<file path="src/rtl/riscv_ctrl_pkg.sv">
// Shared definitions for the multicycle RISC-V control path.
// No logic and no latency. Holds state encodings, opcodes, ALUOP codes and mux selects.
package riscv_ctrl_pkg;

    localparam int OPW  = 7;
    localparam int ST_W = 4;

    typedef enum logic [ST_W-1:0] {
        S_FETCH    = 4'd0,
        S_DECODE   = 4'd1,
        S_MEMADR   = 4'd2,
        S_MEMREAD  = 4'd3,
        S_MEMWB    = 4'd4,
        S_MEMWRITE = 4'd5,
        S_EXECR    = 4'd6,
        S_EXECI    = 4'd7,
        S_JAL      = 4'd8,
        S_ALUWB    = 4'd9,
`ifdef RISCV_CTRL_ILLEGAL_TRAP_EN
        S_BRANCH   = 4'd10,
        S_HALT     = 4'd11
`else
        S_BRANCH   = 4'd10
`endif
    } state_t;

    localparam logic [OPW-1:0] OP_LOAD   = 7'b0000011;
    localparam logic [OPW-1:0] OP_STORE  = 7'b0100011;
    localparam logic [OPW-1:0] OP_RTYPE  = 7'b0110011;
    localparam logic [OPW-1:0] OP_ITYPE  = 7'b0010011;
    localparam logic [OPW-1:0] OP_JAL    = 7'b1101111;
    localparam logic [OPW-1:0] OP_BRANCH = 7'b1100011;

    localparam logic [1:0] ALUOP_ADD    = 2'b00;
    localparam logic [1:0] ALUOP_BRANCH = 2'b01;
    localparam logic [1:0] ALUOP_FUNCT  = 2'b10;

    localparam logic       ADR_PC     = 1'b0;
    localparam logic       ADR_ALUOUT = 1'b1;

    localparam logic [1:0] SRCA_PC    = 2'b00;
    localparam logic [1:0] SRCA_OLDPC = 2'b01;
    localparam logic [1:0] SRCA_REGA  = 2'b10;

    localparam logic [1:0] SRCB_REGB  = 2'b00;
    localparam logic [1:0] SRCB_IMM   = 2'b01;
    localparam logic [1:0] SRCB_FOUR  = 2'b10;

    localparam logic [1:0] RES_ALUOUT    = 2'b00;
    localparam logic [1:0] RES_DATA      = 2'b01;
    localparam logic [1:0] RES_ALURESULT = 2'b10;

    localparam logic [1:0] IMM_I = 2'b00;
    localparam logic [1:0] IMM_S = 2'b01;
    localparam logic [1:0] IMM_B = 2'b10;
    localparam logic [1:0] IMM_J = 2'b11;

    localparam logic [2:0] F3_BEQ = 3'b000;
    localparam logic [2:0] F3_BNE = 3'b001;
    localparam logic [2:0] F3_BLT = 3'b100;

    // Moore control word; pc_write is assembled separately because it mixes in taken.
    typedef struct packed {
        logic       mem_req;
        logic       mem_we;
        logic       adr_src;
        logic       ir_write;
        logic       reg_write;
        logic [1:0] alu_src_a;
        logic [1:0] alu_src_b;
        logic [1:0] result_src;
        logic [1:0] imm_src;
        logic [1:0] aluop;
        logic       instr_retired;
    } ctrl_t;

    function automatic logic [1:0] imm_sel(input logic [OPW-1:0] op);
        case (op)
            OP_LOAD, OP_ITYPE: imm_sel = IMM_I;
            OP_STORE:          imm_sel = IMM_S;
            OP_BRANCH:         imm_sel = IMM_B;
            OP_JAL:            imm_sel = IMM_J;
            default:           imm_sel = IMM_I;
        endcase
    endfunction

endpackage

</file>
<file path="src/rtl/riscv_branch_eval.sv">
// Branch condition evaluator: beq/bne/blt decided from ALU flags.
// Purely combinational, zero latency. No handshake, no backpressure.
module riscv_branch_eval
    import riscv_ctrl_pkg::*;
(
    input  logic [2:0] funct3,
    input  logic       zero,
    input  logic       alu_neg,
    output logic       taken
);

    always_comb begin
        case (funct3)
            F3_BEQ:  taken = zero;
            F3_BNE:  taken = ~zero;
            F3_BLT:  taken = alu_neg;
            default: taken = 1'b0;
        endcase
    end

endmodule

</file>
<file path="src/rtl/riscv_multicycle_controller.sv">
// Multicycle RISC-V main control FSM (lw/sw/R/I/jal/beq/bne/blt); RISCV_CTRL_ILLEGAL_TRAP_EN adds a HALT trap.
// Zero-wait latency: lw 5, sw 4, R/I 4, jal 4, branch 3 cycles. Backpressure: FETCH/MEMREAD/MEMWRITE hold until mem_ready.
module riscv_multicycle_controller
    import riscv_ctrl_pkg::*;
(
    input  logic           clk,
    input  logic           rst,
    input  logic [OPW-1:0] opcode,
    input  logic [2:0]     funct3,
    input  logic           zero,
    input  logic           alu_neg,
    input  logic           mem_ready,
    output logic           mem_req,
    output logic           mem_we,
    output logic           adr_src,
    output logic           ir_write,
    output logic           pc_write,
    output logic           reg_write,
    output logic [1:0]     alu_src_a,
    output logic [1:0]     alu_src_b,
    output logic [1:0]     result_src,
    output logic [1:0]     imm_src,
    output logic [1:0]     ALUOP,
    output logic           instr_retired,
    output logic           illegal
);

    state_t state;
    state_t state_nxt;
    ctrl_t  c;
    ctrl_t  q;
    logic   pc_update;
    logic   branch;
    logic   taken;

    riscv_branch_eval u_branch_eval (
        .funct3  (funct3),
        .zero    (zero),
        .alu_neg (alu_neg),
        .taken   (taken)
    );

    always_ff @(posedge clk or posedge rst) begin
        if (rst) begin
            state <= S_FETCH;
        end else begin
            state <= state_nxt;
        end
    end

    always_comb begin
        state_nxt = S_FETCH;
        c         = '0;
        c.imm_src = imm_sel(opcode);
        pc_update = 1'b0;
        branch    = 1'b0;
        case (state)
            S_FETCH: begin
                c.mem_req    = 1'b1;
                c.adr_src    = ADR_PC;
                c.alu_src_a  = SRCA_PC;
                c.alu_src_b  = SRCB_FOUR;
                c.aluop      = ALUOP_ADD;
                c.result_src = RES_ALURESULT;
                // IR load and PC+4 happen only on the completing cycle, so a stall never double-increments.
                c.ir_write   = mem_ready;
                pc_update    = mem_ready;
                state_nxt    = mem_ready ? S_DECODE : S_FETCH;
            end
            S_DECODE: begin
                c.alu_src_a = SRCA_OLDPC;
                c.alu_src_b = SRCB_IMM;
                c.aluop     = ALUOP_ADD;
                case (opcode)
                    OP_LOAD, OP_STORE: state_nxt = S_MEMADR;
                    OP_RTYPE:          state_nxt = S_EXECR;
                    OP_ITYPE:          state_nxt = S_EXECI;
                    OP_JAL:            state_nxt = S_JAL;
                    OP_BRANCH:         state_nxt = S_BRANCH;
`ifdef RISCV_CTRL_ILLEGAL_TRAP_EN
                    default:           state_nxt = S_HALT;
`else
                    default: begin
                        state_nxt       = S_FETCH;
                        c.instr_retired = 1'b1;
                    end
`endif
                endcase
            end
            S_MEMADR: begin
                c.alu_src_a = SRCA_REGA;
                c.alu_src_b = SRCB_IMM;
                c.aluop     = ALUOP_ADD;
                state_nxt   = opcode[5] ? S_MEMWRITE : S_MEMREAD;
            end
            S_MEMREAD: begin
                c.mem_req    = 1'b1;
                c.adr_src    = ADR_ALUOUT;
                c.result_src = RES_ALUOUT;
                state_nxt    = mem_ready ? S_MEMWB : S_MEMREAD;
            end
            S_MEMWB: begin
                c.result_src    = RES_DATA;
                c.reg_write     = 1'b1;
                c.instr_retired = 1'b1;
                state_nxt       = S_FETCH;
            end
            S_MEMWRITE: begin
                c.mem_req       = 1'b1;
                c.mem_we        = 1'b1;
                c.adr_src       = ADR_ALUOUT;
                c.result_src    = RES_ALUOUT;
                c.instr_retired = mem_ready;
                state_nxt       = mem_ready ? S_FETCH : S_MEMWRITE;
            end
            S_EXECR: begin
                c.alu_src_a = SRCA_REGA;
                c.alu_src_b = SRCB_REGB;
                c.aluop     = ALUOP_FUNCT;
                state_nxt   = S_ALUWB;
            end
            S_EXECI: begin
                c.alu_src_a = SRCA_REGA;
                c.alu_src_b = SRCB_IMM;
                c.aluop     = ALUOP_FUNCT;
                state_nxt   = S_ALUWB;
            end
            S_JAL: begin
                // Target was computed into ALUOut during DECODE; ALU now forms OldPC+4 for the link.
                c.alu_src_a  = SRCA_OLDPC;
                c.alu_src_b  = SRCB_FOUR;
                c.aluop      = ALUOP_ADD;
                c.result_src = RES_ALUOUT;
                pc_update    = 1'b1;
                state_nxt    = S_ALUWB;
            end
            S_ALUWB: begin
                c.result_src    = RES_ALUOUT;
                c.reg_write     = 1'b1;
                c.instr_retired = 1'b1;
                state_nxt       = S_FETCH;
            end
            S_BRANCH: begin
                c.alu_src_a     = SRCA_REGA;
                c.alu_src_b     = SRCB_REGB;
                c.aluop         = ALUOP_BRANCH;
                c.result_src    = RES_ALUOUT;
                branch          = 1'b1;
                c.instr_retired = 1'b1;
                state_nxt       = S_FETCH;
            end
`ifdef RISCV_CTRL_ILLEGAL_TRAP_EN
            S_HALT: begin
                c         = '0;
                state_nxt = S_HALT;
            end
`endif
            default: state_nxt = S_FETCH;
        endcase
    end

    // Reset forces every output low even though the state already reads FETCH.
    assign q             = rst ? '0 : c;
    assign mem_req       = q.mem_req;
    assign mem_we        = q.mem_we;
    assign adr_src       = q.adr_src;
    assign ir_write      = q.ir_write;
    assign reg_write     = q.reg_write;
    assign alu_src_a     = q.alu_src_a;
    assign alu_src_b     = q.alu_src_b;
    assign result_src    = q.result_src;
    assign imm_src       = q.imm_src;
    assign ALUOP         = q.aluop;
    assign instr_retired = q.instr_retired;
    assign pc_write      = ~rst & (pc_update | (branch & taken));

`ifdef RISCV_CTRL_ILLEGAL_TRAP_EN
    assign illegal = ~rst & (state == S_HALT);
`else
    assign illegal = 1'b0;
`endif

endmodule

</file>
<file path="config.mk">
export PLATFORM = sky130hd
export DESIGN_NAME = riscv_multicycle_controller
export DESIGN_NICKNAME = d
export VERILOG_FILES = /design/src/rtl/riscv_ctrl_pkg.sv /design/src/rtl/riscv_branch_eval.sv /design/src/rtl/riscv_multicycle_controller.sv
export SDC_FILE = /design/constraint.sdc
export NUM_CORES = 1
export LEC_CHECK = 0
export BUFFER_PORTS_ARGS = -buffer_cell sky130_fd_sc_hd__buf_2
export CAP_MARGIN = 20
export CORE_UTILIZATION = 39
export CTS_CLUSTER_DIAMETER = 80
export DETAILED_ROUTE_END_ITERATION = 8
export PLACE_DENSITY = 0.74
export RECOVER_POWER = 100
export SETUP_SLACK_MARGIN = 0.1
export SLEW_MARGIN = 40
export SYNTH_ARGS = -nofsm -noshare
export SYNTH_HDL_FRONTEND = slang
export SYNTH_SLANG_ARGS = --single-unit
</file>
<file path="constraint.sdc">
create_clock -name clk -period 1.4 [get_ports clk]
set_input_delay 0.07 -clock clk [delete_from_list [all_inputs] [get_ports clk]]
set_output_delay 0.07 -clock clk [all_outputs]
set_load 0.005 [all_outputs]
</file>
==> results.py, run 1 <==
metrics = {
    "sta": {
        "grt_setup_unrepaired": "true",
        "hold_violations": 0,
        "timing.final.crit_share_pct": 124,
        "setup_ws_ps": -337,
        "fin_hold_ws_ps": 83.9,
        "maxSlewViolCount": 0,
        "post-route-min-period_ps": 1740,
        "fmax_ghz": 0.576,
        "setup_viol": 18,
        "skew_ps": 3.20,
    },
    "routing": {
        "vias": 866,
        "drtIter0Drc": 33,
        "wl_mm": 2.58,
        "viasPerCell": 5.89,
        "drc": 0,
        "drtAntennaViolNets": 0,
        "wl_per_cell_um": 17.6,
        "drtPass1Iterations": 4,
    },
    "grt": {
        "antenna_found_initial": 0,
        "track_usage_pct": 27.3,
        "grt_pass1_wl_mm": 3.01,
        "grt-ovfl-total": 0,
        "use_met3_pct": 6.38,
        "grt_max_degree": 16,
        "grt_pass1_vias": 627,
        "busiest_layer": "met2",
        "grtUsageMet1_pct": 35.6,
        "use_met2_pct": 46.1,
    },
    "floorplanning": {
        "pin_count": 33,
        "start_util_pct": 44.2,
        "coreArea_sq_um": 1370,
        "chipHeight_um": 41.4,
        "dieArea_sq_um": 1710,
        "die_w_um": 41.4,
        "rows": 13,
    },
    "logic_synthesis": {
        "seq_area_frac_synth_pct": 16.6,
        "synth_top_area_cell": "dfrtp_1",
        "avgSynthCellArea_sq_um": 7.11,
        "synth.distinct_cells": 36,
        "yosys-top-cells-area": "dfrtp_1 (17%), nand2b_1 (6.2%), a21oi_1 (5.0%), mux2i_1 (5.0%), nor2_1 (5.0%)",
        "syn_area_sq_um": 604,
        "synth_nets": 100,
        "synth_warnings": 0,
        "synthCells": 85,
        "netlist.area_leader.share_pct": 16.6,
        "synth_seq_cells": 4,
    },
    "clocking": {
        "ctsHtreeMaxLevel": 1,
        "clk_latency_ps": 250,
        "cts-root-buf": "clkbuf_4",
        "cts.clk_slew.worst_paths_ps": 40,
        "clock_sinks": 4,
        "cts_buffer_depth": 2,
        "cts_tree": "yes",
        "numCtsBuffers": 3,
    },
    "power": {
        "p_int_uw": 457,
        "clkPwrFrac_pct": 22.3,
        "p_sw_share_pct": 37.6,
        "power-per-cell-area_nw_per_um2": 660,
        "peakVddDrop_uv": 495,
        "p_comb_share_pct": 59.0,
        "p_sw_uw": 275,
        "power.leakage_nw": 0.531,
        "power_frac_seq_pct": 18.6,
        "finalPower_uw": 732,
    },
    "setup_path": {
        "start_kind": "flip-flop",
        "path_max_fanout": 2,
        "reg2reg_depth": 5,
        "critical_path_class": "reg2out",
        "critPathRequiredTime_ps": 1330,
        "endpoint_kind": "output pin",
        "arrival_ps": 1670,
    },
    "min_path": {
        "hold_class": "in2reg",
        "hold_depth": 2,
    },
    "layout": {
        "drive_gt1_share_pct": 56.1,
        "top_register": "state",
        "antenna_cells": 0,
        "fillCellCount": 80,
        "syn2layout_area_growth_pct": 83.4,
        "top_regs": "state: 4 flops",
        "largest_register_ff_count": 4,
        "fin_nets": 149,
    },
    "run_status": {
        "violations": "setup timing",
        "status": "complete, but fails checks",
    },
    "flow_run": {
        "drv_cap": 0,
    },
    "placed_design": {
        "port_buffers": 31,
        "gp_congestion": 0.754,
        "dp_hpwl_mm": 1.28,
    },
}
[critical path, stage by stage, from the launching register on]
cell and delay (ps):
dfrtp_1 400, or4b_4 560, o41ai_2 300, buf_2 160
[logic make-up after synthesis]
kind of cell	synth area share (%)
and+or+nand+nor	44.5
AOI/OAI and AO/OA	21.5
buffers and inverters	7.45
DFF	16.6
xor gates and xnor gates	4.35
muxes	4.97
other	0.621
[final cells by class]
class	instances	area [sq um]	area share, %
Multi-Input combinational cell	70	578	52.1
Timing Repair Buffer	50	369	33.3
Sequential cell	4	101	9.14
Clock buffer	3	22.5	2.03
Inverter	5	18.8	1.69
Tap cell	15	18.8	1.69
[final timing paths]
path / from / endpoint / slack (ps)
setup / recovery: state[1]$_DFF_PP0_ / instr_retired / -340
hold / removal: opcode[5] / state[0]$_DFF_PP0_ / 80
setup reg to reg: state[1]$_DFF_PP0_ / state[0]$_DFF_PP0_ / -260
hold reg to reg: state[3]$_DFF_PP0_ / state[2]$_DFF_PP0_ / 760
max in group asynchronous: rst / state[0]$_DFF_PP0_ / 650
min in group asynchronous: rst / state[3]$_DFF_PP0_ / 540
[stage by stage]
step | TNS, ps | util, % | setup WS (ps) | area [sq um] | cells
CTS | -1870 | 70.8 | -271 | 967 | 142
global route | -3530 | 81.1 | -357 | 1110 | 147
detailed placement | -366 | 58.3 | -150 | 797 | 131
finish | -2640 | 81.1 | -337 | 1110 | 147
global placement | -242 | 58.3 | -104 | 797 | 131
floorplan | -189 | - | -111 | 606 | 85
[cell usage in the layout (no fill, tap or decap), types with 2 or more instances in the layout]
| cell type | netlist | routed |
|---|---|---|
| buf_2 | 0 | 27 |
| buf_4 | 1 | 7 |
| nor2b_4 | 0 | 3 |
| inv_1 | 5 | 5 |
| nor2_1 | 8 | 6 |
| and3_4 | 0 | 2 |
| a21oi_1 | 6 | 5 |
| nand2b_1 | 6 | 5 |
| buf_6 | 0 | 11 |
| o22ai_1 | 3 | 3 |
| nor4_4 | 1 | 2 |
| nand2_1 | 3 | 2 |
| dfrtp_1 | 4 | 3 |
| nor3_1 | 4 | 2 |
| mux2i_1 | 3 | 3 |
| clkbuf_4 | 0 | 3 |
| or2_2 | 2 | 2 |
| and3_1 | 4 | 2 |
| clkbuf_1 | 5 | 2 |
| or2b_1 | 2 | 2 |
| o21ai_0 | 3 | 2 |
| o21ai_1 | 1 | 2 |
[synth_stat cells]
library cell / n
a211oi_1: 2
a21oi_1: 6
a22o_1: 1
a41oi_1: 1
and2_1: 1
and3_1: 4
and4b_1: 1
buf_4: 1
clkbuf_1: 5
conb_1: 1
dfrtp_1: 4
inv_1: 5
mux2i_1: 3
nand2_1: 3
nand2b_1: 6
nand3_1: 1
nand3b_1: 1
nor2_1: 8
nor2b_1: 3
nor3_1: 4
nor3b_1: 1
nor4_1: 2
nor4_4: 1
nor4b_1: 1
o211ai_2: 1
o21a_1: 1
o21ai_0: 3
o21ai_1: 1
o22ai_1: 3
o41ai_1: 1
or2_2: 2
or2b_1: 2
or3_1: 1
or4b_4: 1
xnor2_1: 2
xor2_1: 1
[repair_timing]
item,CTS,global route
hold buffers,1,0
resized for setup,19,20
gates cloned,0,1
endpoints found under the setup margin,17,19
pin swaps,4,2
buffers inserted,7,4
hold endpoints to repair,4,0
[power by group through the flow]
stage          clock network, mW  registers [mW]  logic [mW]
5_1_grt                    0.172           0.137       0.459
2_1_floorplan                  0           0.135       0.152
3_3_place_gp                   0           0.129       0.250
3_5_place_dp                   0           0.131       0.255
6_report                   0.163           0.136       0.432
4_1_cts                    0.155           0.131       0.310
[metal layers]
metal  share of wire, %  vias to the layer above
met1                 41                      404
li1                   -                      401
met2                 51                       49
met4                2.4                        0
met3                6.2                       12
met5                  0                        -
(Power assumes the default switching activity.)
==> inputs of run 2 (changes only) <==
- RECOVER_POWER: 100 -> default
==> run 2 against run 1 <==
Net effect:
- highest routed layer unchanged
- the flow still finishes with violations (setup timing)
- sequential power hardly changed
- register-to-register slack about the same
- non-clock buffer count stayed put
- cell area grew 0.23%
- count of clock-buffer cells in the layout stayed put
- hold slack gained 5.5 ps
- clock skew barely moved
- worst setup slack lost 6.6 ps
- total power decreased by 0.65%
- wire length grew 0.54%
- final cell count is the same
- sequential share of layout area hardly changed
==> results.py, run 2 (synthesized netlist as in run 1, its figures left out) <==
metrics = {
    "layout": {
        "syn2layout_area_growth_pct": 83.9,
        "top_register": "state",
        "top_regs": "state: 4 flops",
        "mostFrequentLayoutCell": "buf_2",
        "largest_register_ff_count": 4,
        "drive_gt1_share_pct": 57.6,
        "instances_no_fill": 147,
        "final_cell_mix": "buf_2 (29), buf_6 (11), buf_4 (7), nor2_1 (6)",
        "fillCellCount": 78,
        "finalInstanceArea_sq_um": 1110,
        "antenna_cells": 0,
        "fin_nets": 149,
    },
    "sta": {
        "timing.final.crit_share_pct": 125,
        "setup_ws_ps": -344,
        "fmax_ghz": 0.573,
        "setup_viol": 18,
        "hold_violations": 0,
        "post-route-min-period_ps": 1740,
        "skew_ps": 3.03,
        "maxSlewViolCount": 0,
        "grt_setup_unrepaired": "true",
    },
    "run_status": {
        "violations": "setup timing",
        "status": "complete, but fails checks",
    },
    "floorplanning": {
        "dieArea_sq_um": 1710,
        "start_util_pct": 44.2,
        "rows": 13,
        "die_w_um": 41.4,
        "pin_count": 33,
        "chipHeight_um": 41.4,
        "coreArea_sq_um": 1370,
    },
    "placed_design": {
        "gp_congestion": 0.754,
        "port_buffers": 31,
        "dpl_worst_slack_ps": -150,
        "dp_hpwl_mm": 1.28,
        "placed_cell_area_sq_um": 797,
        "placedCellCount": 131,
    },
    "clocking": {
        "ctsHtreeMaxLevel": 1,
        "cts_tree": "yes",
        "numCtsBuffers": 3,
        "cts-root-buf": "clkbuf_4",
        "clk_latency_ps": 250,
        "cts.clk_slew.worst_paths_ps": 40,
        "cts_buffer_depth": 2,
        "clock_sinks": 4,
    },
    "routing": {
        "vias": 867,
        "wl_mm": 2.60,
        "drc": 0,
        "viasPerCell": 5.90,
        "drtPass1Iterations": 4,
        "wl_per_cell_um": 17.7,
        "drtIter0Drc": 32,
        "drtAntennaViolNets": 0,
    },
    "grt": {
        "grt_pass1_vias": 627,
        "grt_max_degree": 16,
        "grt-ovfl-total": 0,
        "antenna_found_initial": 0,
        "track_usage_pct": 27.3,
        "grt_pass1_wl_mm": 3.01,
    },
    "flow_run": {
        "drv_cap": 0,
    },
    "power": {
        "peakVddDrop_uv": 484,
        "power.leakage_nw": 0.540,
        "power-per-cell-area_nw_per_um2": 654,
    },
    "setup_path": {
        "start_kind": "flip-flop",
        "critical_path_class": "reg2out",
        "slowest_stage": "or4b_4",
        "crit_path_cell_trace": "or4b_4, o41ai_2, buf_2",
        "cpPeakStageDelay_ps": 560,
        "path_buf_inv": 1,
        "endpoint_kind": "output pin",
        "path_max_fanout": 2,
        "critPathRequiredTime_ps": 1330,
        "cp_top_family": "simple AND/OR/NAND/NOR gates",
        "arrival_ps": 1670,
    },
    "min_path": {
        "hold_class": "in2reg",
    },
}
-- run 2: area by class of cell --
class                           instances  area (sq um)  area share, %
Inverter                                5          18.8           1.69
Sequential cell                         4           101           9.12
Clock buffer                            3          22.5           2.03
Tap cell                               15          18.8           1.69
Timing Repair Buffer                   50           372           33.4
Multi-Input combinational cell         70           578           52.0
-- run 2: stage by stage --
step / power (mW) / utilization, % / setup TNS [ps] / hold slack (ps)
2_1_floorplan: 0.287 / - / -189 / 60.8
3_3_place_gp: 0.380 / 58.3 / -242 / 87.3
3_5_place_dp: 0.386 / 58.3 / -366 / 87.1
4_1_cts: 0.597 / 70.8 / -1870 / 84.9
5_1_grt: 0.768 / 81.3 / -3530 / 95.2
6_report: 0.727 / 81.3 / -2550 / 89.4
-- run 2: where the power goes --
group	switching (mW)	internal, mW
logic	0.198	0.234
registers	0.0109	0.125
clock network	0.0618	0.0969
-- run 2: worst reg2reg max path, delay by kind of cell, from the launching register on --
| family | cells | cell delay [ps] |
|---|---|---|
| AOI/OAI and AO/OA | 1 | 160 |
| and+or+nand+nor | 3 | 860 |
| DFF | 1 | 390 |
| buffers and inverters | 1 | 160 |
-- run 2: final timing paths --
check | end | from | depth (start not counted) | slack, ps
setup / recovery | instr_retired | state[1]$_DFF_PP0_ | 3 | -340
hold reg to reg | state[2]$_DFF_PP0_ | state[3]$_DFF_PP0_ | 3 | 750
min in group asynchronous | state[3]$_DFF_PP0_ | rst | 3 | 550
max in group asynchronous | state[0]$_DFF_PP0_ | rst | 3 | 640
hold / removal | state[0]$_DFF_PP0_ | opcode[5] | 2 | 90
setup reg to reg | state[0]$_DFF_PP0_ | state[1]$_DFF_PP0_ | 5 | -250
-- run 2: what timing repair did --
| item | CTS | global route |
|---|---|---|
| resized for setup | 19 | 20 |
| pin swaps | 4 | 2 |
| hold endpoints to repair | 4 | 0 |
| setup buffers | 7 | 4 |
| hold buffers | 1 | 0 |
| cloned | 0 | 1 |
| endpoints found under the setup margin | 17 | 19 |
-- run 2: layer usage --
layer / GRT usage [%] / vias to the layer above / wire, um
met3: 6.38 / 10 / 157
met1: 35.6 / 408 / 1080
li1: - / 401 / -
met4: 4.84 / 0 / 51
met5: 0 / - / 0
met2: 46.1 / 48 / 1310
